$ cat src/rtl/bram_grid_reader_pkg.sv
// Shared types for the grid BRAM read sequencer.
package bram_grid_reader_pkg;

    // Tag fields are sized for the largest supported grid (up to 256 x 256).
    localparam int unsigned TAG_XW = 8;
    localparam int unsigned TAG_YW = 8;

    typedef struct packed {
        logic [TAG_XW-1:0] x;
        logic [TAG_YW-1:0] y;
        logic              last;
    } cell_tag_t;

    typedef enum logic [1:0] {
        StIdle,
        StScan,
        StDrain
    } state_e;

    function automatic int unsigned n_cells(input int unsigned rows, input int unsigned cols);
        return rows * cols;
    endfunction

endpackage

$ cat src/rtl/bram_grid_reader_skid_fifo.sv
// Two-entry valid/ready skid buffer; the head entry drives the outputs.
module bram_grid_reader_skid_fifo #(
    parameter int unsigned W = 1
) (
    input  logic         clk,
    input  logic         rst_n,
    input  logic         push,
    input  logic [W-1:0] push_data,
    input  logic         pop,
    output logic         valid,
    output logic [W-1:0] head,
    output logic [1:0]   count
);

    logic [W-1:0] mem_q [2];
    logic         rd_ptr_q;
    logic         wr_ptr_q;
    logic [1:0]   count_q;
    logic         do_push;
    logic         do_pop;

    assign do_pop  = pop && (count_q != 2'd0);
    // A pop in the same cycle frees the slot, so pushing into a full buffer is legal then.
    assign do_push = push && ((count_q != 2'd2) || do_pop);

    assign valid = (count_q != 2'd0);
    assign head  = mem_q[rd_ptr_q];
    assign count = count_q;

    // Storage, pointers and occupancy.
    always_ff @(posedge clk or negedge rst_n) begin
        if (!rst_n) begin
            mem_q[0] <= '0;
            mem_q[1] <= '0;
            rd_ptr_q <= 1'b0;
            wr_ptr_q <= 1'b0;
            count_q  <= 2'd0;
        end else begin
            if (do_push) begin
                mem_q[wr_ptr_q] <= push_data;
                wr_ptr_q        <= ~wr_ptr_q;
            end
            if (do_pop) begin
                rd_ptr_q <= ~rd_ptr_q;
            end
            count_q <= count_q + {1'b0, do_push} - {1'b0, do_pop};
        end
    end

    overflow_chk: assert property (@(posedge clk) disable iff (!rst_n)
        !(push && (count_q == 2'd2) && !do_pop));

endmodule

$ cat src/rtl/bram_grid_reader.sv
// Raster-scan read sequencer for the 1-bit grid BRAM, presenting cells as a tagged stream.
module bram_grid_reader
    import bram_grid_reader_pkg::*;
#(
    parameter int unsigned ADDR_W = 17,
    parameter int unsigned COLS   = 141,
    parameter int unsigned ROWS   = 141,
    parameter int unsigned XW     = 8,
    parameter int unsigned YW     = 8
) (
    input  logic              clk,
    input  logic              rst_n,
    input  logic              start,
    output logic [ADDR_W-1:0] rd_addr,
    input  logic              rd_val,
    output logic              out_valid,
    input  logic              out_ready,
    output logic              out_bit,
    output logic [XW-1:0]     out_x,
    output logic [YW-1:0]     out_y,
    output logic              out_last,
    output logic              busy,
    output logic              done
);

    localparam int unsigned NCells   = n_cells(ROWS, COLS);
    localparam int unsigned EntryW   = 1 + $bits(cell_tag_t);
    localparam logic [ADDR_W-1:0] LastAddr = ADDR_W'(NCells - 1);
    localparam logic [XW-1:0]     LastX    = XW'(COLS - 1);

    state_e            state_q, state_d;
    logic [ADDR_W-1:0] addr_q, addr_d;           // next address to issue
    logic [ADDR_W-1:0] last_addr_q, last_addr_d; // most recently issued address
    logic [XW-1:0]     x_q, x_d;
    logic [YW-1:0]     y_q, y_d;
    cell_tag_t         tag_q, tag_d;
    logic              inflight_q;
    logic              done_q, done_d;

    logic              issue;
    logic              pop;
    logic              is_last_addr;
    logic [1:0]        occ;
    logic [2:0]        fill;
    logic              fifo_valid;
    logic [EntryW-1:0] fifo_head;
    cell_tag_t         head_tag;

    assign pop          = fifo_valid && out_ready;
    assign is_last_addr = (addr_q == LastAddr);
    // Occupancy the buffer will have after this edge, before counting a new issue.
    assign fill  = {1'b0, occ} + {2'b00, inflight_q} - {2'b00, pop};
    assign issue = (state_q == StScan) && (fill < 3'd2);
    assign rd_addr = issue ? addr_q : last_addr_q;

    bram_grid_reader_skid_fifo #(
        .W(EntryW)
    ) u_grid_skid_fifo (
        .clk      (clk),
        .rst_n    (rst_n),
        .push     (inflight_q),
        .push_data({rd_val, tag_q}),
        .pop      (pop),
        .valid    (fifo_valid),
        .head     (fifo_head),
        .count    (occ)
    );

    assign head_tag  = fifo_head[EntryW-2:0];
    assign out_valid = fifo_valid;
    assign out_bit   = fifo_head[EntryW-1];
    assign out_x     = XW'(head_tag.x);
    assign out_y     = YW'(head_tag.y);
    assign out_last  = fifo_valid && head_tag.last;
    assign busy      = (state_q != StIdle);
    assign done      = done_q;

    // Next-state: scan sequencing, address/coordinate counters and in-flight tag.
    always_comb begin
        state_d     = state_q;
        addr_d      = addr_q;
        last_addr_d = last_addr_q;
        x_d         = x_q;
        y_d         = y_q;
        tag_d       = tag_q;
        done_d      = 1'b0;
        unique case (state_q)
            StIdle: begin
                if (start) begin
                    state_d = StScan;
                    addr_d  = '0;
                    x_d     = '0;
                    y_d     = '0;
                end
            end
            StScan: begin
                if (issue) begin
                    last_addr_d = addr_q;
                    tag_d.x     = TAG_XW'(x_q);
                    tag_d.y     = TAG_YW'(y_q);
                    tag_d.last  = is_last_addr;
                    if (is_last_addr) begin
                        state_d = StDrain;
                    end else begin
                        addr_d = addr_q + ADDR_W'(1);
                        if (x_q == LastX) begin
                            x_d = '0;
                            y_d = y_q + YW'(1);
                        end else begin
                            x_d = x_q + XW'(1);
                        end
                    end
                end
            end
            StDrain: begin
                if (pop && head_tag.last) begin
                    state_d = StIdle;
                    done_d  = 1'b1;
                end
            end
            default: state_d = StIdle;
        endcase
    end

    // State and counter registers.
    always_ff @(posedge clk or negedge rst_n) begin
        if (!rst_n) begin
            state_q     <= StIdle;
            addr_q      <= '0;
            last_addr_q <= '0;
            x_q         <= '0;
            y_q         <= '0;
            tag_q       <= '0;
            inflight_q  <= 1'b0;
            done_q      <= 1'b0;
        end else begin
            state_q     <= state_d;
            addr_q      <= addr_d;
            last_addr_q <= last_addr_d;
            x_q         <= x_d;
            y_q         <= y_d;
            tag_q       <= tag_d;
            inflight_q  <= issue;
            done_q      <= done_d;
        end
    end

endmodule

$ cat config.mk
export PLATFORM = sky130hd
export DESIGN_NAME = bram_grid_reader
export DESIGN_NICKNAME = d
export VERILOG_FILES = /design/src/rtl/bram_grid_reader_pkg.sv /design/src/rtl/bram_grid_reader_skid_fifo.sv /design/src/rtl/bram_grid_reader.sv
export SDC_FILE = /design/constraint.sdc
export NUM_CORES = 1
export LEC_CHECK = 0
export CAP_MARGIN = 20
export CORE_ASPECT_RATIO = 2
export CORE_MARGIN = 4
export CORE_UTILIZATION = 40
export CTS_CLUSTER_DIAMETER = 60
export DETAILED_ROUTE_END_ITERATION = 7
export DONT_BUFFER_PORTS = 1
export GPL_ROUTABILITY_DRIVEN = 0
export MAX_ROUTING_LAYER = met4
export PLACE_DENSITY = 0.56
export SYNTH_ARGS = -nofsm -noshare
export SYNTH_HDL_FRONTEND = slang
export SYNTH_SLANG_ARGS = --single-unit
$ cat constraint.sdc
create_clock -name clk -period 4.6 [get_ports clk]
set_clock_uncertainty 0.1 [all_clocks]
set_input_delay 0.92 -clock clk [delete_from_list [all_inputs] [get_ports clk]]
set_output_delay 0.92 -clock clk [all_outputs]
set_load 0.005 [all_outputs]
==> metrics.log <==
INFO  metric outcome = complete, no violations
INFO  metric worstPathBufferInverterCount = 4
INFO  metric dp_slack = 0.7050 ns
INFO  metric flow.area_growth_from_synthesis = 8.201%
INFO  metric worst-r2r-cell-count = 15
INFO  metric n_fill_cell = 1174
INFO  metric cp_required = 3.58 ns
INFO  metric critPathMaxStageDelay = 0.46 ns
INFO  metric cts_max_path_bufs = 2
INFO  metric crit_fanout = 18
INFO  metric post_drt_via_cell_ratio = 5.427
INFO  metric fmaxAchievable = 0.2496 GHz
INFO  metric p_leak = 2.775 nW
INFO  metric vdd.ir_drop.worst = 0.3913 mV
INFO  metric final_period_minus_worst_setup_slack = 4.007 ns
INFO  metric critical_path.startpoint_type = flip-flop
INFO  metric slew_headroom = 42.82%
INFO  metric whs = 0.1557 ns
INFO  metric path_delay_family = simple AND/OR/NAND/NOR gates
INFO  metric cts_hold_buf = 0
INFO  metric dieHeight = 169.5 um
INFO  metric setup_slack_reg_to_reg = 1.08 ns
INFO  metric yosys_warnings = 0
INFO  metric type_of_the_worst_setup_path = flip-flop to output pin
INFO  metric layout-drive-gt1-share = 18.27%
INFO  metric total_number_of_vias = 3517
INFO  metric cts_made_buffers = 9
INFO  metric worst-endpoint-arrival = 2.99 ns
INFO  metric nets_in_the_synthesized_netlist = 511
INFO  metric min_path_type = primary input to async pin
INFO  metric clock-root-buffer = sky130_fd_sc_hd__clkbuf_16
INFO  metric timing.final.crit_share = 87.11%
INFO  metric power.density = 550.3 nW/um2
INFO  metric clk_pin_slew = 0.08 ns
INFO  metric route.detailed.drc = 0
INFO  metric diodes = 0
INFO  metric pin_count = 43
INFO  metric reg_to_reg_critical_path_startpoint = u_grid_skid_fifo.count[1]
INFO  metric synth.cell_area = 5218 um2
INFO  metric count_of_distinct_cell_types_in_the_synthesized_netlist = 50
INFO  metric setup_repair_after_global_routing_missed_its_margin = false
INFO  metric postSynthRegisterBits = 111
INFO  metric drt-total-wl = 10770 um
INFO  metric grt_antenna_before_repair = 0
INFO  metric worst_slack = 0.5929 ns
INFO  metric clock-sinks = 111
INFO  metric timing.setup.tns = 0 ns
INFO  metric crit_slowest_cell = sky130_fd_sc_hd__dfrtp_1
INFO  metric cp-end-kind = output pin
INFO  metric timing.rr.end = addr_q[5]
INFO  metric yosys_most_used_dff = sky130_fd_sc_hd__dfrtp_1
INFO  metric post_layout_nonfiller_instances = 648
INFO  metric floorplan.die.width = 88.76 um
INFO  metric worstSkewPairLatency = 0.35 ns
INFO  metric cts_tree = yes
INFO  metric rows = 58
INFO  metric finalNetCount = 507
INFO  metric drt_iter0_drc = 137
INFO  metric report.final.slew_viol_count = 0
INFO  metric synth_sequential_area_ratio = 53.24%
INFO  metric number_of_setup_violations_in_the_final_report = 0
INFO  metric groute.usage.overall = 15.71%
INFO  metric grt_pass1_wl = 17930 um
INFO  metric synth-edff-count = 0
INFO  metric grt_start_max_net_pins = 112
INFO  metric syn_area_per_cell = 10.50 um2
INFO  metric number_of_detailed_routing_iterations_run_before_antenna_repair = 4
INFO  metric timing_worst_slew_pin_value = 0.8576 ns
INFO  metric finish.utilization = 44.45%
INFO  metric antenna_left = 0
INFO  metric critPathMostFrequentCell = sky130_fd_sc_hd__nand2_1
INFO  metric synthArstFlopShare = 100.0%
INFO  metric port_buffers = 0
INFO  metric synthCells = 497
INFO  metric post_cts.repair.setup_buffers = 0
INFO  metric core_region_area = 12700 um2
INFO  metric max-cap-violations = 0
INFO  metric grt_overflow_total = 0
INFO  metric worstPathCellList = inv_2, nand2_1, nand2_1, inv_1, ha_1, inv_1, nand2_1, fa_1, xnor2_2, nand4b_2, inv_2, and2_1, a21o_1
INFO  metric dp_hpwl = 7491 um
INFO  metric ctsHtreeMaxLevel = 3
INFO  metric timing_hold_violations_final = 0
INFO  metric grt_pass1_vias = 3545
INFO  metric wl_per_cell = 16.62 um
INFO  metric die_area = 15050 um2
INFO  metric cts_resized = 0
INFO  metric dp.cells = 632
INFO  metric start_util = 41.08%
==> layer usage <==
layer	up-vias	track usage, %	part of all wire (%)
met5	-	-	0
met4	0	6.184	1.4
met3	9	3.401	3.4
met2	60	26.67	54
met1	1732	17.57	41
li1	1716	-	-
==> logic make-up (layout without fill, tap and decap cells) <==
logic type | after synthesis | count (layout) | synth area share [%]
XOR/XNOR | 5 | 5 | 0.9834
multiplexers | 54 | 54 | 12.35
buffers and inverters | 40 | 41 | 3.813
AO/OA/AOI/OAI | 91 | 91 | 10.50
AND/OR/NAND/NOR | 187 | 187 | 16.81
flip-flops | 111 | 111 | 53.24
adder cells (fa/ha/maj) | 9 | 9 | 2.302
==> registers in the layout, indices dropped and copies added (netlist names), 2 cells and up <==
| name | flops |
|---|---|
| state_q | 2 |
| tag_q | 17 |
| x_q | 8 |
| addr_q | 17 |
| y_q | 8 |
| last_addr_q | 17 |
| u_grid_skid_fifo.mem_q | 36 |
| u_grid_skid_fifo.count | 2 |
==> layout make-up <==
type	count	area (um2)	share of cell area, %
Sequential cell	111	2778	49.20
Clock buffer	9	225.2	3.989
Clock inverter	7	78.83	1.396
Timing Repair Buffer	10	75.07	1.330
Multi-Input combinational cell	346	2245	39.76
Tap cell	150	187.7	3.324
Inverter	15	56.30	0.9973
==> cells in the mapped netlist, drive strengths merged, types with 2 or more instances <==
cell | n | share of area [%]
and4 | 2 | 0.34
and2 | 5 | 0.60
nand4 | 8 | 0.96
nor4b | 3 | 0.86
dfrtp | 111 | 53
o31ai | 15 | 2.3
ha | 8 | 1.9
nand3 | 18 | 1.7
nand2 | 115 | 8.3
inv | 15 | 1.1
a21o | 3 | 0.43
mux2 | 53 | 12
nor2 | 15 | 1.1
or3 | 2 | 0.24
xor2 | 3 | 0.50
and3 | 5 | 0.60
xnor2 | 2 | 0.48
nor4 | 2 | 0.24
nand2b | 3 | 0.36
a31oi | 4 | 0.60
clkbuf | 9 | 0.65
buf | 16 | 2.1
a21oi | 11 | 1.1
nor3 | 3 | 0.29
o21ai | 52 | 5.0
==> worst max-delay path by stage <==
| stage | slack (ns) | depth (start not counted) | end | startpoint |
|---|---|---|---|---|
| 3_5_place_dp | 0.70 | 11 | rd_addr[16] | out_ready |
| 4_1_cts | 0.55 | 13 | rd_addr[16] | u_grid_skid_fifo.count[1] |
| 5_1_grt | 0.32 | 13 | rd_addr[16] | u_grid_skid_fifo.count[1] |
| 6_report | 0.59 | 13 | rd_addr[16] | u_grid_skid_fifo.count[1] |
| 2_1_floorplan | 0.76 | 13 | rd_addr[10] | out_ready |
| 3_3_place_gp | 0.75 | 11 | rd_addr[16] | out_ready |
==> power by group <==
part	switching [mW]	leakage [nW]	internal [mW]	total [mW]
registers	0.146	1.51	1.13	1.27
logic	0.654	1.12	0.383	1.04
clock network	0.368	0.144	0.429	0.798
total	1.17	2.77	1.94	3.11
==> cell usage in the layout, fill, tap and decap left out, types with 8 or more instances in the layout <==
cell,count
sky130_fd_sc_hd__nand2_1,114
sky130_fd_sc_hd__inv_1,13
sky130_fd_sc_hd__ha_1,8
sky130_fd_sc_hd__nor2_1,15
sky130_fd_sc_hd__o31ai_1,13
sky130_fd_sc_hd__clkbuf_16,9
sky130_fd_sc_hd__o21ai_1,19
sky130_fd_sc_hd__dfrtp_1,111
sky130_fd_sc_hd__mux2_2,38
sky130_fd_sc_hd__nand3_1,18
sky130_fd_sc_hd__a21oi_1,10
sky130_fd_sc_hd__nand4_1,8
sky130_fd_sc_hd__mux2_4,10
sky130_fd_sc_hd__buf_4,10
sky130_fd_sc_hd__o21ai_0,33
==> through the flow <==
step | cell area (um2) | total power [mW]
after floorplan | 5218 | 2.089
after global placement | 5341 | 2.312
after detailed placement | 5341 | 2.343
after CTS | 5645 | 3.150
after global routing | 5645 | 3.318
final | 5645 | 3.107
Power figures use the tool's default switching activity.
